## config.mk

```make
export PLATFORM = sky130hd
export DESIGN_NAME = fp_iterative_divider
export DESIGN_NICKNAME = d
export VERILOG_FILES = /design/src/rtl/fp_pkg.sv /design/src/rtl/fp_mant_div_step.sv /design/src/rtl/fp_iterative_divider.sv
export SDC_FILE = /design/constraint.sdc
export NUM_CORES = 1
export LEC_CHECK = 0
export ABC_AREA = 1
export CAP_MARGIN = 20
export CORE_UTILIZATION = 29
export CTS_BUF_LIST = sky130_fd_sc_hd__clkbuf_16
export CTS_CLUSTER_SIZE = 12
export DETAILED_ROUTE_END_ITERATION = 10
export PLACE_DENSITY = 0.51
export SYNTH_ARGS = -nofsm -noshare
export SYNTH_HDL_FRONTEND = slang
export SYNTH_HIERARCHICAL = 1
export SYNTH_SLANG_ARGS = --single-unit
```

## constraint.sdc

```tcl
create_clock -name clk -period 3.05 [get_ports clk]
set_input_delay 0.61 -clock clk [delete_from_list [all_inputs] [get_ports clk]]
set_output_delay 0.61 -clock clk [all_outputs]
set_load 0.05 [all_outputs]
```

## src/rtl/fp_pkg.sv

```systemverilog
// Shared single-precision constants, FSM/operand-class enums and the
// result record used by the iterative divider.
package fp_pkg;
    localparam int EXP_W  = 8;
    localparam int FRAC_W = 23;
    localparam int N      = 1 + EXP_W + FRAC_W;
    localparam int BIAS   = 127;
    localparam int Q_BITS = FRAC_W + 3;

    localparam logic [N-1:0] QNAN = {1'b0, {EXP_W{1'b1}}, 1'b1, {(FRAC_W-1){1'b0}}};
    localparam logic [N-1:0] INF  = {1'b0, {EXP_W{1'b1}}, {FRAC_W{1'b0}}};

    typedef enum logic [1:0] {S_IDLE, S_DIVIDE, S_NORM, S_DONE} state_e;
    typedef enum logic [1:0] {C_ZERO, C_NORMAL, C_INF, C_NAN} fclass_e;

    typedef struct packed {
        logic [N-1:0] res;
        logic         ovf;
        logic         exc;
        logic         dbz;
    } fp_rsp_t;

    // Subnormals fall into C_ZERO: they are flushed before classification.
    function automatic fclass_e fp_classify(input logic [N-1:0] x);
        if (x[N-2:FRAC_W] == '0) return C_ZERO;
        if (x[N-2:FRAC_W] != '1) return C_NORMAL;
        return (x[FRAC_W-1:0] == '0) ? C_INF : C_NAN;
    endfunction
endpackage

```

## src/rtl/fp_mant_div_step.sv

```systemverilog
// One restoring-division step: compare/subtract the divisor, emit the
// quotient bit and the shifted partial remainder.
module fp_mant_div_step #(
    parameter int MW = 24
) (
    input  logic [MW:0]   rem_i,
    input  logic [MW-1:0] div_i,
    output logic [MW:0]   rem_o,
    output logic          qbit_o
);
    logic [MW:0] diff;

    // rem < 2*div holds on entry, so the shifted value never loses its MSB.
    always_comb begin
        diff   = rem_i - {1'b0, div_i};
        qbit_o = (rem_i >= {1'b0, div_i});
        rem_o  = (qbit_o ? diff : rem_i) << 1;
    end
endmodule

```

## src/rtl/fp_iterative_divider.sv

```systemverilog
// Sequential IEEE-754 single-precision divider, one quotient bit per cycle.
// Define FP_DIV_ROUND_EN for round-to-nearest-even; otherwise truncates.
module fp_iterative_divider
    import fp_pkg::*;
(
    input  logic         clk,
    input  logic         reset,
    input  logic         en,
    input  logic         start,
    input  logic [N-1:0] inputA,
    input  logic [N-1:0] inputB,
    output logic         busy,
    output logic         done,
    output logic [N-1:0] result,
    output logic         overflow,
    output logic         exception,
    output logic         div_by_zero
);
    localparam int MW = FRAC_W + 1;
    localparam int EW = EXP_W + 2;
    localparam int CW = $clog2(Q_BITS);
    localparam logic signed [EW-1:0] BIAS_S = EW'(BIAS);
    localparam logic signed [EW-1:0] EMAX   = EW'((1 << EXP_W) - 1);
    localparam logic signed [EW-1:0] ONE_S  = EW'(1);

    state_e            state_q, state_d;
    logic [CW-1:0]     cnt_q, cnt_d;
    logic [MW:0]       rem_q, rem_d;
    logic [MW-1:0]     div_q, div_d;
    logic [Q_BITS-1:0] quo_q, quo_d;
    logic              sign_q, sign_d;
    logic [EXP_W-1:0]  ea_q, ea_d, eb_q, eb_d;
    fclass_e           ca_q, ca_d, cb_q, cb_d;
    fp_rsp_t           pend_q, pend_d, out_q, out_d;
    logic              busy_q, busy_d, done_q, done_d;

    logic [MW:0] step_rem;
    logic        step_qbit;

    fp_mant_div_step #(.MW(MW)) u_step (
        .rem_i  (rem_q),
        .div_i  (div_q),
        .rem_o  (step_rem),
        .qbit_o (step_qbit)
    );

    logic signed [EW-1:0] ea_s, eb_s, n_exp, n_exp_r;
    logic [MW-1:0]        n_mant;
    logic [MW:0]          n_rnd;
    logic [FRAC_W-1:0]    n_frac;
    logic                 n_guard, n_sticky, n_inc;
    fp_rsp_t              n_rsp;

    assign ea_s = {2'b00, ea_q};
    assign eb_s = {2'b00, eb_q};

    always_comb begin
        n_sticky = |rem_q;
        if (quo_q[Q_BITS-1]) begin
            n_mant   = quo_q[Q_BITS-1:2];
            n_guard  = quo_q[1];
            n_sticky = n_sticky | quo_q[0];
            n_exp    = ea_s - eb_s + BIAS_S;
        end else begin
            n_mant   = quo_q[Q_BITS-2:1];
            n_guard  = quo_q[0];
            n_exp    = ea_s - eb_s + BIAS_S - ONE_S;
        end
`ifdef FP_DIV_ROUND_EN
        n_inc = n_guard & (n_sticky | n_mant[0]);
`else
        n_inc = 1'b0;
`endif
        n_rnd = {1'b0, n_mant} + {{MW{1'b0}}, n_inc};
        // A carry out to 2^24 renormalizes: the fraction becomes all zeros.
        if (n_rnd[MW]) begin
            n_frac  = n_rnd[FRAC_W:1];
            n_exp_r = n_exp + ONE_S;
        end else begin
            n_frac  = n_rnd[FRAC_W-1:0];
            n_exp_r = n_exp;
        end

        n_rsp = '0;
        if (ca_q == C_NAN || cb_q == C_NAN || (ca_q == C_ZERO && cb_q == C_ZERO) ||
            (ca_q == C_INF && cb_q == C_INF)) begin
            n_rsp.res = QNAN;
            n_rsp.exc = 1'b1;
        end else if (ca_q == C_INF) begin
            n_rsp.res = {sign_q, INF[N-2:0]};
        end else if (cb_q == C_ZERO) begin
            n_rsp.res = {sign_q, INF[N-2:0]};
            n_rsp.dbz = 1'b1;
        end else if (cb_q == C_INF || ca_q == C_ZERO) begin
            n_rsp.res = {sign_q, {(N-1){1'b0}}};
        end else if (!n_exp_r[EW-1] && n_exp_r >= EMAX) begin
            n_rsp.res = {sign_q, INF[N-2:0]};
            n_rsp.ovf = 1'b1;
        end else if (n_exp_r[EW-1] || n_exp_r == '0) begin
            n_rsp.res = {sign_q, {(N-1){1'b0}}};
        end else begin
            n_rsp.res = {sign_q, n_exp_r[EXP_W-1:0], n_frac};
        end
    end

`ifndef FP_DIV_ROUND_EN
    logic rnd_unused;
    assign rnd_unused = n_guard ^ n_sticky;
`endif

    always_comb begin
        state_d = state_q;
        cnt_d   = cnt_q;
        rem_d   = rem_q;
        div_d   = div_q;
        quo_d   = quo_q;
        sign_d  = sign_q;
        ea_d    = ea_q;
        eb_d    = eb_q;
        ca_d    = ca_q;
        cb_d    = cb_q;
        pend_d  = pend_q;
        out_d   = out_q;
        busy_d  = busy_q;
        done_d  = 1'b0;
        unique case (state_q)
            S_IDLE: begin
                // A start seen while done is still up is dropped.
                if (start && !done_q) begin
                    sign_d  = inputA[N-1] ^ inputB[N-1];
                    ea_d    = inputA[N-2:FRAC_W];
                    eb_d    = inputB[N-2:FRAC_W];
                    ca_d    = fp_classify(inputA);
                    cb_d    = fp_classify(inputB);
                    rem_d   = {2'b01, inputA[FRAC_W-1:0]};
                    div_d   = {1'b1, inputB[FRAC_W-1:0]};
                    quo_d   = '0;
                    cnt_d   = '0;
                    busy_d  = 1'b1;
                    state_d = S_DIVIDE;
                end
            end
            S_DIVIDE: begin
                rem_d = step_rem;
                quo_d = {quo_q[Q_BITS-2:0], step_qbit};
                cnt_d = cnt_q + 1'b1;
                if (cnt_q == CW'(Q_BITS - 1)) state_d = S_NORM;
            end
            S_NORM: begin
                pend_d  = n_rsp;
                state_d = S_DONE;
            end
            S_DONE: begin
                out_d   = pend_q;
                busy_d  = 1'b0;
                done_d  = 1'b1;
                state_d = S_IDLE;
            end
            default: state_d = S_IDLE;
        endcase
    end

    always_ff @(posedge clk or negedge reset) begin
        if (!reset) begin
            state_q <= S_IDLE;
            cnt_q   <= '0;
            rem_q   <= '0;
            div_q   <= '0;
            quo_q   <= '0;
            sign_q  <= 1'b0;
            ea_q    <= '0;
            eb_q    <= '0;
            ca_q    <= C_ZERO;
            cb_q    <= C_ZERO;
            pend_q  <= '0;
            out_q   <= '0;
            busy_q  <= 1'b0;
            done_q  <= 1'b0;
        end else if (en) begin
            state_q <= state_d;
            cnt_q   <= cnt_d;
            rem_q   <= rem_d;
            div_q   <= div_d;
            quo_q   <= quo_d;
            sign_q  <= sign_d;
            ea_q    <= ea_d;
            eb_q    <= eb_d;
            ca_q    <= ca_d;
            cb_q    <= cb_d;
            pend_q  <= pend_d;
            out_q   <= out_d;
            busy_q  <= busy_d;
            done_q  <= done_d;
        end
    end

    assign busy        = busy_q;
    assign done        = done_q;
    assign result      = out_q.res;
    assign overflow    = out_q.ovf;
    assign exception   = out_q.exc;
    assign div_by_zero = out_q.dbz;
endmodule

```

==> results of run 1 <==
cells in the final DEF, fill, tap and decap left out, types with 3 or more instances in the layout:
cell type	instances
sky130_fd_sc_hd__clkinv_4	3
sky130_fd_sc_hd__inv_6	3
sky130_fd_sc_hd__o21ai_0	63
sky130_fd_sc_hd__buf_4	28
sky130_fd_sc_hd__ha_1	39
sky130_fd_sc_hd__dfrtp_1	175
sky130_fd_sc_hd__clkdlybuf4s50_1	103
sky130_fd_sc_hd__xor2_1	13
sky130_fd_sc_hd__buf_12	4
sky130_fd_sc_hd__nor2_1	101
sky130_fd_sc_hd__nand3b_1	3
sky130_fd_sc_hd__nand2_4	4
sky130_fd_sc_hd__nand4_1	40
sky130_fd_sc_hd__nand2_1	487
sky130_fd_sc_hd__nor3_1	7
sky130_fd_sc_hd__inv_1	218
sky130_fd_sc_hd__buf_6	7
sky130_fd_sc_hd__nor2_2	6
sky130_fd_sc_hd__a21oi_2	7
sky130_fd_sc_hd__o22ai_1	31
sky130_fd_sc_hd__nor4_1	14
sky130_fd_sc_hd__clkbuf_16	18
sky130_fd_sc_hd__nand3_4	4
sky130_fd_sc_hd__a21oi_1	22
sky130_fd_sc_hd__nand2_2	40
sky130_fd_sc_hd__inv_2	13
sky130_fd_sc_hd__nor2_4	10
sky130_fd_sc_hd__o31ai_1	22
sky130_fd_sc_hd__mux2_2	31
sky130_fd_sc_hd__nor3_2	3
sky130_fd_sc_hd__nand3_1	62
sky130_fd_sc_hd__nand3_2	4
per-layer routing:
layer / global-route usage / part of all wire / up-vias / wire length [um]
met2: 0.261 / 0.45 / 190 / 13400
met1: 0.218 / 0.50 / 4590 / 14700
li1: - / - / 4969 / -
met5: 0 / 0 / - / 0
met4: 0.0321 / 0.0061 / 0 / 180
met3: 0.0330 / 0.043 / 8 / 1290
flip-flops by register name, summed over array words and instances, names as in the netlist:
signal       flops
eb_q             8
exception        1
div_q           24
ea_q             8
pend_q          35
quo_q           26
sign_q           1
busy             1
div_by_zero      1
cb_q             2
overflow         1
result          32
cnt_q            5
state_q          2
rem_q           25
ca_q             2
done             1
repair_timing:
| item | in CTS | in global routing |
|---|---|---|
| gates resized for setup | 16 | 53 |
| pin swaps | 6 | 23 |
| setup endpoints to repair | 30 | 32 |
| setup buffers | 4 | 2 |
| gates cloned | 1 | 1 |
layout make-up:
cell class	instances	share of cell area
inverter	232	0.0654
tap	468	0.0438
multi-input combinational	1037	0.415
timing repair buffer	143	0.107
clock buffer	17	0.0318
clock inverter	15	0.0102
sequential	175	0.327
worst paths after layout:
path | cells past startpoint | end | slack, ns
setup / recovery | 24 | pend_q[7] | -0.11
hold / removal | 1 | result[11] | 0.19
setup reg to reg | 24 | pend_q[7] | -0.11
hold reg to reg | 1 | div_q[23] | 0.47
max in group asynchronous | 2 | div_q[6] | 1.94
min in group clk | 1 | div_q[23] | 0.47
through the flow:
| stage | TNS, ns | util | hold slack, ns |
|---|---|---|---|
| after floorplan | 0 | - | 0.314 |
| after global placement | -2.93 | 0.341 | 0.451 |
| after detailed placement | -4.32 | 0.341 | 0.452 |
| after CTS | -0.0840 | 0.358 | 0.228 |
| after global routing | -6.51 | 0.365 | 0.263 |
| final | -1.49 | 0.365 | 0.192 |
cell usage after synthesis, types with 2 or more instances:
| library cell | number |
|---|---|
| sky130_fd_sc_hd__nor4_1 | 14 |
| sky130_fd_sc_hd__nand3_4 | 2 |
| sky130_fd_sc_hd__a21oi_2 | 2 |
| sky130_fd_sc_hd__inv_2 | 10 |
| sky130_fd_sc_hd__nor3_1 | 8 |
| sky130_fd_sc_hd__nand2_4 | 3 |
| sky130_fd_sc_hd__nor2_2 | 8 |
| sky130_fd_sc_hd__buf_2 | 7 |
| sky130_fd_sc_hd__nand3b_1 | 3 |
| sky130_fd_sc_hd__nor2_4 | 3 |
| sky130_fd_sc_hd__buf_4 | 3 |
| sky130_fd_sc_hd__o22ai_1 | 31 |
| sky130_fd_sc_hd__nand3_1 | 67 |
| sky130_fd_sc_hd__mux2_2 | 31 |
| sky130_fd_sc_hd__o21a_1 | 2 |
| sky130_fd_sc_hd__and3_1 | 2 |
| sky130_fd_sc_hd__ha_1 | 41 |
| sky130_fd_sc_hd__clkinv_1 | 2 |
| sky130_fd_sc_hd__fa_1 | 2 |
| sky130_fd_sc_hd__o31ai_1 | 22 |
| sky130_fd_sc_hd__clkbuf_1 | 28 |
| sky130_fd_sc_hd__nand2_1 | 516 |
| sky130_fd_sc_hd__o21ai_0 | 64 |
| sky130_fd_sc_hd__buf_1 | 7 |
| sky130_fd_sc_hd__buf_6 | 4 |
| sky130_fd_sc_hd__nor3_2 | 2 |
| sky130_fd_sc_hd__nor2_1 | 105 |
| sky130_fd_sc_hd__inv_1 | 220 |
| sky130_fd_sc_hd__xor2_1 | 13 |
| sky130_fd_sc_hd__nand2_2 | 12 |
| sky130_fd_sc_hd__dfrtp_1 | 175 |
| sky130_fd_sc_hd__nand4_1 | 40 |
| sky130_fd_sc_hd__a21oi_1 | 27 |
worst max-delay path, delay by kind of cell (launching register included):
family / cells / cell delay [ns]
AO/OA/AOI/OAI: 1 / 0.18
adder cells (fa/ha/maj): 2 / 0.61
buffers and inverters: 5 / 0.43
flip-flops: 1 / 0.42
AND/OR/NAND/NOR: 16 / 1.45
cells by family (layout without fill, tap and decap cells):
group	count (synthesis)	after routing	synth area share
multiplexers	31	31	0.0323
flip-flops	175	175	0.405
adder cells (fa/ha/maj)	43	43	0.0511
AO/OA/AOI/OAI	155	155	0.0842
buffers and inverters	281	407	0.102
other	1	1	0.000347
XOR/XNOR	14	14	0.0113
AND/OR/NAND/NOR	792	793	0.314
==> flow_summary_export.csv, run 1 <==
group,metric,value,unit
cells_and_area,final-instance-count-excl-fill,2087,
critical_path,crit_path_frequent_cell,"sky130_fd_sc_hd__nand2_1",
sta,timing.fmax,316,MHz
global_routing,via_count_of_the_first_global_routing_pass,9475,
sta,period_share,1.04,
cells_and_area,layout-drive-gt1-share,0.124,
clocking,htreeDepth,4,
logic_synthesis,post_synthesis_register_bit_count,175,
placement,dpl_worst_slack,-0.201,ns
critical_path,worst_setup_path_type,"flip-flop to flip-flop",
clocking,cts_hold_repair.buffers,0,
placement,place_congestion,0.881,
cells_and_area,design_area,13400,um^2
job,drv_cap,0,
logic_synthesis,yosys_most_used_dff,"sky130_fd_sc_hd__dfrtp_1",
clocking,clk_latency,0.44,ns
logic_synthesis,asyncSetResetFlopFracSynth,1.00,
critical_path,highest_cell_delay_on_the_worst_timing_path,0.43,ns
die,fp.dieArea,38100,um^2
sta,setup_viol,21,
logic_synthesis,yosysUniqueCellTypes,49,
min_path,worst_hold_path_type,"input pin to async pin",
global_routing,grt_start_max_net_pins,76,
sta,worst_tran_pin_value,0.774,ns
critical_path,kind_of_capture_point_of_the_worst_setup_path,"flip-flop",
clocking,cts.path.max_buffers,2,
sta,final-hold-violation-count,0,
drt,drt-vias-per-instance,4.68,
cells_and_area,syn_to_final_growth,23.7,%
cells_and_area,ff_latch_area,4380,um^2
drt,firstDrtPassIters,5,
sta,finalMaxSlewViolations,0,
placement,dpl-instance-area,12500,um^2
critical_path,crit_path_max_fanout,5,
drt,drt_iter0_markers,547,
clocking,tritoncts,"yes",
logic_synthesis,synth_top_area_cell,"sky130_fd_sc_hd__dfrtp_1",
die,initial_core_utilization,0.295,
clocking,tritoncts_num_sinks,175,
die,boundaryPins,105,
die,rows,70,
die,core_region_area,36700,um^2
sta,final.setup_skew,0.00995,ns
placement,portBuffers,104,
global_routing,total_overflow_reported_by_the_global_router,0,
logic_synthesis,synth_top_cell_area_share,0.405,
cells_and_area,fin_nets,1717,
critical_path,critical_path_required,3.43,ns
drt,route.detailed.drc,0,
logic_synthesis,seq_area_frac_synth,0.405,
sta,timing.final.crit_period,3.16,ns
die,fp.dieW,195,um
clocking,clock_tree.root_cell,"sky130_fd_sc_hd__clkbuf_16",
critical_path,timing.critical_path.cells,"ha_4, inv_4, fa_2, inv_2, nand2_1, a21oi_2, nand3_4, nor2_2, nand2_1, nand2_4, inv_2, nand2_1, nand2_1, nand2_2, inv_2, nand2_2, nor2_4, nand2_4, and2_4, nand2_4, nor2_4, clkbuf_16, nand2_2, nand2_1",
cells_and_area,multi_input_area,5550,um^2
cells_and_area,fillCellCount,3843,
die,overall_die_height,195,um
sta,grt_setup_unrepaired,"yes",
drt,via_total_after_detailed_routing,9757,
critical_path,critPathSlowestCell,"sky130_fd_sc_hd__fa_2",
cells_and_area,diodes,0,
sta,slew_headroom,0.484,
drt,totalWireLength,29600,um
logic_synthesis,gate_count_of_the_mapped_netlist,1492,
logic_synthesis,total_nets_after_synthesis,1603,
logic_synthesis,synth.area.top_cells,"sky130_fd_sc_hd__dfrtp_1 (40%), sky130_fd_sc_hd__nand2_1 (18%), sky130_fd_sc_hd__inv_1 (7.6%)",
global_routing,grt_antenna_before_repair,1,
placement,hpwl_after_detailed_placement,21700,um
critical_path,timing.rr.start,"eb_q[0]",
critical_path,crit_path_start,"eb_q[0]",
critical_path,cp.arrival,3.55,ns
drt,final_antenna_net_count,0,
logic_synthesis,mappedNetlistArea,10800,um^2
critical_path,critical_path.startpoint_type,"flip-flop",
placement,post_place_cells,2047,
status,run_status,"complete, but fails checks",
global_routing,grt_use_total,0.160,
logic_synthesis,synth_warnings,6,
clocking,path_clk_slew,0.07,ns
drt,avgRoutedWirePerCell,14.2,um
sta,setup_slack,-0.112,ns
global_routing,grt_pass1_wl,48700,um
status,violations_in_the_final_reports,"setup timing",
logic_synthesis,synth_enable_flop_cells,0,
clocking,numCtsBuffers,17,
logic_synthesis,postSynthAreaPerCell,7.25,um^2
Power of run 1 is left out: the tool's default activity adds up to more than one toggle a clock period on the data nets, which glitch-free logic cannot reach.
==> run 2, diff against run 1 <==
- CORE_UTILIZATION: 29 -> 50
- PLACE_DENSITY: 0.51 -> 0.77
==> flow_summary_export.csv, run 2 (synthesized netlist as in run 1, its figures left out) <==
group,metric,value,unit
status,run_status,"complete, but fails checks",
status,violations_in_the_final_reports,"setup timing",
cells_and_area,layout_commonest_cell,"sky130_fd_sc_hd__nand2_1",
die,fp.dieW,149,um
sta,worst_tran_pin_value,0.743,ns
cells_and_area,fin_nets,1724,
sta,finalMaxSlewViolations,0,
clocking,cts.path.max_buffers,2,
min_path,worst_hold_path_type,"input pin to async pin",
critical_path,critical_path_required,3.41,ns
drt,drt_iter0_markers,724,
critical_path,critical_path.startpoint_type,"flip-flop",
die,initial_core_utilization,0.513,
global_routing,grt_pass1_wl,46300,um
die,fp.dieArea,22200,um^2
critical_path,worst_setup_path_type,"flip-flop to flip-flop",
sta,timing.fmax,307,MHz
clocking,numCtsBuffers,17,
cells_and_area,layout-drive-gt1-share,0.124,
drt,firstDrtPassIters,5,
job,drv_cap,0,
critical_path,number_of_cells_traversed_by_the_worst_register_to_register_path,25,
global_routing,grt_most_used_layer,"met2",
cells_and_area,largest_register_ff_count,35,
die,boundaryPins,105,
global_routing,via_count_of_the_first_global_routing_pass,9724,
cells_and_area,register_with_the_highest_flop_count,"pend_q",
drt,via_total_after_detailed_routing,9865,
sta,grt_setup_unrepaired,"yes",
sta,period_share,1.07,
clocking,tritoncts_num_sinks,175,
cells_and_area,diodes,0,
clocking,tritoncts,"yes",
placement,hpwl_after_detailed_placement,20200,um
critical_path,worst-path-buf-inv,8,
global_routing,grt_antenna_before_repair,0,
critical_path,highest_cell_delay_on_the_worst_timing_path,0.45,ns
drt,avgRoutedWirePerCell,14.6,um
global_routing,grt_use_total,0.262,
clocking,clk_latency,0.42,ns
critical_path,kind_of_capture_point_of_the_worst_setup_path,"flip-flop",
drt,drt-vias-per-instance,5.19,
critical_path,critPathTopFamily,"simple AND/OR/NAND/NOR gates",
placement,place_congestion,0.928,
die,overall_die_height,149,um
sta,timing.final.crit_period,3.26,ns
global_routing,total_overflow_reported_by_the_global_router,0,
placement,portBuffers,104,
sta,final.setup_skew,0.0118,ns
global_routing,groute.layer.met1.usage,0.348,
cells_and_area,layout.cells.most_common_list,"sky130_fd_sc_hd__nand2_1 (494), sky130_fd_sc_hd__inv_1 (216), sky130_fd_sc_hd__dfrtp_1 (175)",
clocking,path_clk_slew,0.07,ns
clocking,clock_tree.root_cell,"sky130_fd_sc_hd__clkbuf_16",
global_routing,grt_use_met2,0.435,
sta,setup_slack,-0.207,ns
cells_and_area,layout.core_utilization,0.623,
critical_path,cp.arrival,3.61,ns
clocking,htreeDepth,4,
global_routing,grt_start_max_net_pins,67,
cells_and_area,fillCellCount,1857,
sta,setup_viol,31,
die,core_region_area,21100,um^2
drt,final_antenna_net_count,0,
die,rows,53,
critical_path,worst-path-stages,25,
drt,totalWireLength,27700,um
critical_path,critPathSlowestCell,"sky130_fd_sc_hd__fa_2",
critical_path,crit_path_frequent_cell,"sky130_fd_sc_hd__nor2_4",
cells_and_area,syn_to_final_growth,21.5,%
drt,route.detailed.drc,0,
global_routing,use_met3,0.0456,
sta,final-hold-violation-count,0,
sta,slew_headroom,0.505,
critical_path,crit_path_max_fanout,7,
[run 2: final timing paths]
kind	start	endpoint	slack, ns
max in group asynchronous	reset	overflow	2.12
min in group clk	div_q[16]	div_q[16]	0.47
max	eb_q[0]	pend_q[4]	-0.21
max reg2reg	eb_q[0]	pend_q[4]	-0.21
min reg2reg	div_q[16]	div_q[16]	0.47
min	reset	eb_q[7]	0.18
[run 2: final cells by class]
type / count / area (um^2) / area share
tap: 275 / 344 / 0.0262
timing repair buffer: 150 / 1460 / 0.111
clock inverter: 15 / 144 / 0.0109
clock buffer: 17 / 425 / 0.0324
sequential: 175 / 4380 / 0.333
multi-input combinational: 1037 / 5520 / 0.420
inverter: 232 / 876 / 0.0666
[run 2: timing repair]
action,in CTS,in global routing
resized for setup,31,29
hold buffers,0,0
gates cloned,1,1
endpoints found under the setup margin,31,32
buffers inserted,8,9
pin swaps,14,26
[run 2: metrics by stage]
| step | hold WS (ns) | TNS, ns | setup WS [ns] | instances | instance area, um^2 |
|---|---|---|---|---|---|
| floorplan | 0.314 | 0 | 0.137 | 1492 | 10800 |
| global placement | 0.454 | -4.48 | -0.205 | 1850 | 12200 |
| CTS | 0.187 | -1.02 | -0.0806 | 1891 | 13000 |
| detailed placement | 0.460 | -7.77 | -0.355 | 1850 | 12200 |
| finish | 0.176 | -3.95 | -0.207 | 1901 | 13100 |
| global route | 0.204 | -10.09 | -0.384 | 1901 | 13100 |
[run 2: layer usage]
layer	vias to the layer above	part of all wire
li1	4972	-
met1	4593	0.45
met2	258	0.48
met3	42	0.054
met4	0	0.020
met5	-	0
Power of run 2 is left out for the same reason.
==> run 3, diff against run 2 <==
- SKIP_CTS_REPAIR_TIMING: not set -> 1
==> flow_summary_export.csv, run 3 (synthesized netlist as in run 1, its figures left out) <==
group,metric,value,unit
clocking,numCtsBuffers,17,
placement,portBuffers,104,
cells_and_area,fin_nets,1717,
sta,worst_tran_pin_value,0.912,ns
drt,avgRoutedWirePerCell,14.7,um
die,fp.dieW,149,um
cells_and_area,syn_to_final_growth,20.8,%
min_path,worst_hold_path_type,"input pin to async pin",
status,violations_in_the_final_reports,"setup timing",
cells_and_area,layout.cells.most_common_list,"sky130_fd_sc_hd__nand2_1 (500), sky130_fd_sc_hd__inv_1 (215), sky130_fd_sc_hd__dfrtp_1 (175)",
die,fp.dieArea,22200,um^2
sta,final-hold-violation-count,0,
sta,final.setup_skew,0.0120,ns
global_routing,grt_use_total,0.259,
global_routing,total_overflow_reported_by_the_global_router,0,
global_routing,via_count_of_the_first_global_routing_pass,9624,
die,rows,53,
global_routing,grt_most_used_layer,"met2",
sta,timing.final.crit_period,3.31,ns
drt,drt-vias-per-instance,5.24,
cells_and_area,register_with_the_highest_flop_count,"pend_q",
cells_and_area,layout.core_utilization,0.620,
clocking,cts.path.max_buffers,2,
clocking,clock_tree.root_cell,"sky130_fd_sc_hd__clkbuf_16",
placement,place_congestion,0.928,
die,overall_die_height,149,um
die,core_region_area,21100,um^2
clocking,tritoncts,"yes",
cells_and_area,layout_commonest_cell,"sky130_fd_sc_hd__nand2_1",
drt,firstDrtPassIters,5,
critical_path,critical_path.startpoint_type,"flip-flop",
die,boundaryPins,105,
global_routing,groute.layer.met1.usage,0.343,
critical_path,worst_setup_path_type,"flip-flop to flip-flop",
drt,final_antenna_net_count,0,
global_routing,grt_use_met2,0.430,
job,drv_cap,0,
global_routing,use_met3,0.0428,
sta,timing.fmax,302,MHz
drt,totalWireLength,27800,um
placement,dpl-instance-area,12200,um^2
global_routing,grt_start_max_net_pins,67,
critical_path,critical_path_required,3.37,ns
sta,setup_slack,-0.259,ns
status,run_status,"complete, but fails checks",
placement,hpwl_after_detailed_placement,20200,um
global_routing,grt_pass1_wl,45700,um
clocking,path_clk_slew,0.07,ns
sta,holdWs,0.175,ns
cells_and_area,layout-drive-gt1-share,0.119,
sta,setup_viol,31,
drt,route.detailed.drc,0,
clocking,clk_latency,0.43,ns
drt,drt_iter0_markers,648,
clocking,tritoncts_num_sinks,175,
sta,finalMaxSlewViolations,0,
clocking,htreeDepth,4,
critical_path,crit_path_max_fanout,11,
critical_path,kind_of_capture_point_of_the_worst_setup_path,"flip-flop",
cells_and_area,design_area,13100,um^2
sta,period_share,1.09,
sta,grt_setup_unrepaired,"yes",
cells_and_area,largest_register_ff_count,35,
sta,slew_headroom,0.392,
die,initial_core_utilization,0.513,
cells_and_area,diodes,0,
critical_path,cp.arrival,3.63,ns
drt,via_total_after_detailed_routing,9918,
global_routing,grt_antenna_before_repair,0,
cells_and_area,fillCellCount,1874,
## run 3: routing by layer
layer	part of all wire	wire length [um]
met5	0	0
met4	0.022	608
met3	0.056	1550
met2	0.48	13300
met1	0.44	12400
## run 3: final timing paths
path	startpoint	cells past startpoint	slack, ns	end
setup / recovery	ea_q[0]	24	-0.26	pend_q[10]
hold / removal	reset	1	0.18	eb_q[7]
setup reg to reg	ea_q[0]	24	-0.26	pend_q[10]
hold reg to reg	div_q[16]	2	0.47	div_q[16]
max in group asynchronous	reset	2	2.12	result[23]
min in group clk	div_q[16]	2	0.47	div_q[16]
## run 3: stage by stage
step                      worst slack (ns)  std cells  TNS (ns)
after CTS                           -0.386       1882     -8.89
after global routing                -0.429       1894    -11.50
after detailed placement            -0.355       1850     -7.77
after floorplan                      0.137       1492         0
final                               -0.259       1894     -6.57
after global placement              -0.205       1850     -4.48
## run 3: cell type report
type,instances,area (um^2),area share
multi-input cells,1037,5500,0.421
clock inverters,15,144,0.0110
inverters,232,876,0.0670
clock buffers,17,425,0.0326
repair buffers,143,1400,0.107
well taps,275,344,0.0263
flip-flops and latches,175,4380,0.335
## run 3: worst max-delay path, cell delays in order (launching register included)
cell                       delay, ns
sky130_fd_sc_hd__dfrtp_1        0.37
sky130_fd_sc_hd__inv_2          0.08
sky130_fd_sc_hd__ha_4           0.13
sky130_fd_sc_hd__inv_2          0.04
sky130_fd_sc_hd__fa_2           0.56
sky130_fd_sc_hd__inv_4          0.06
sky130_fd_sc_hd__ha_4           0.16
sky130_fd_sc_hd__nand3b_1       0.20
sky130_fd_sc_hd__nand2_2        0.15
sky130_fd_sc_hd__nor2_4         0.06
sky130_fd_sc_hd__inv_2          0.08
sky130_fd_sc_hd__buf_6          0.10
sky130_fd_sc_hd__nand3_2        0.06
sky130_fd_sc_hd__nor2_1         0.11
sky130_fd_sc_hd__nand2_1        0.06
sky130_fd_sc_hd__nor2_1         0.09
sky130_fd_sc_hd__nand2_1        0.06
sky130_fd_sc_hd__nor2_2         0.15
sky130_fd_sc_hd__nand2_4        0.09
sky130_fd_sc_hd__and2_4         0.16
sky130_fd_sc_hd__nand2_4        0.11
sky130_fd_sc_hd__nor2_4         0.06
sky130_fd_sc_hd__buf_12         0.15
sky130_fd_sc_hd__nand2_1        0.06
sky130_fd_sc_hd__nand2_1        0.05
Power of run 3 is left out for the same reason.
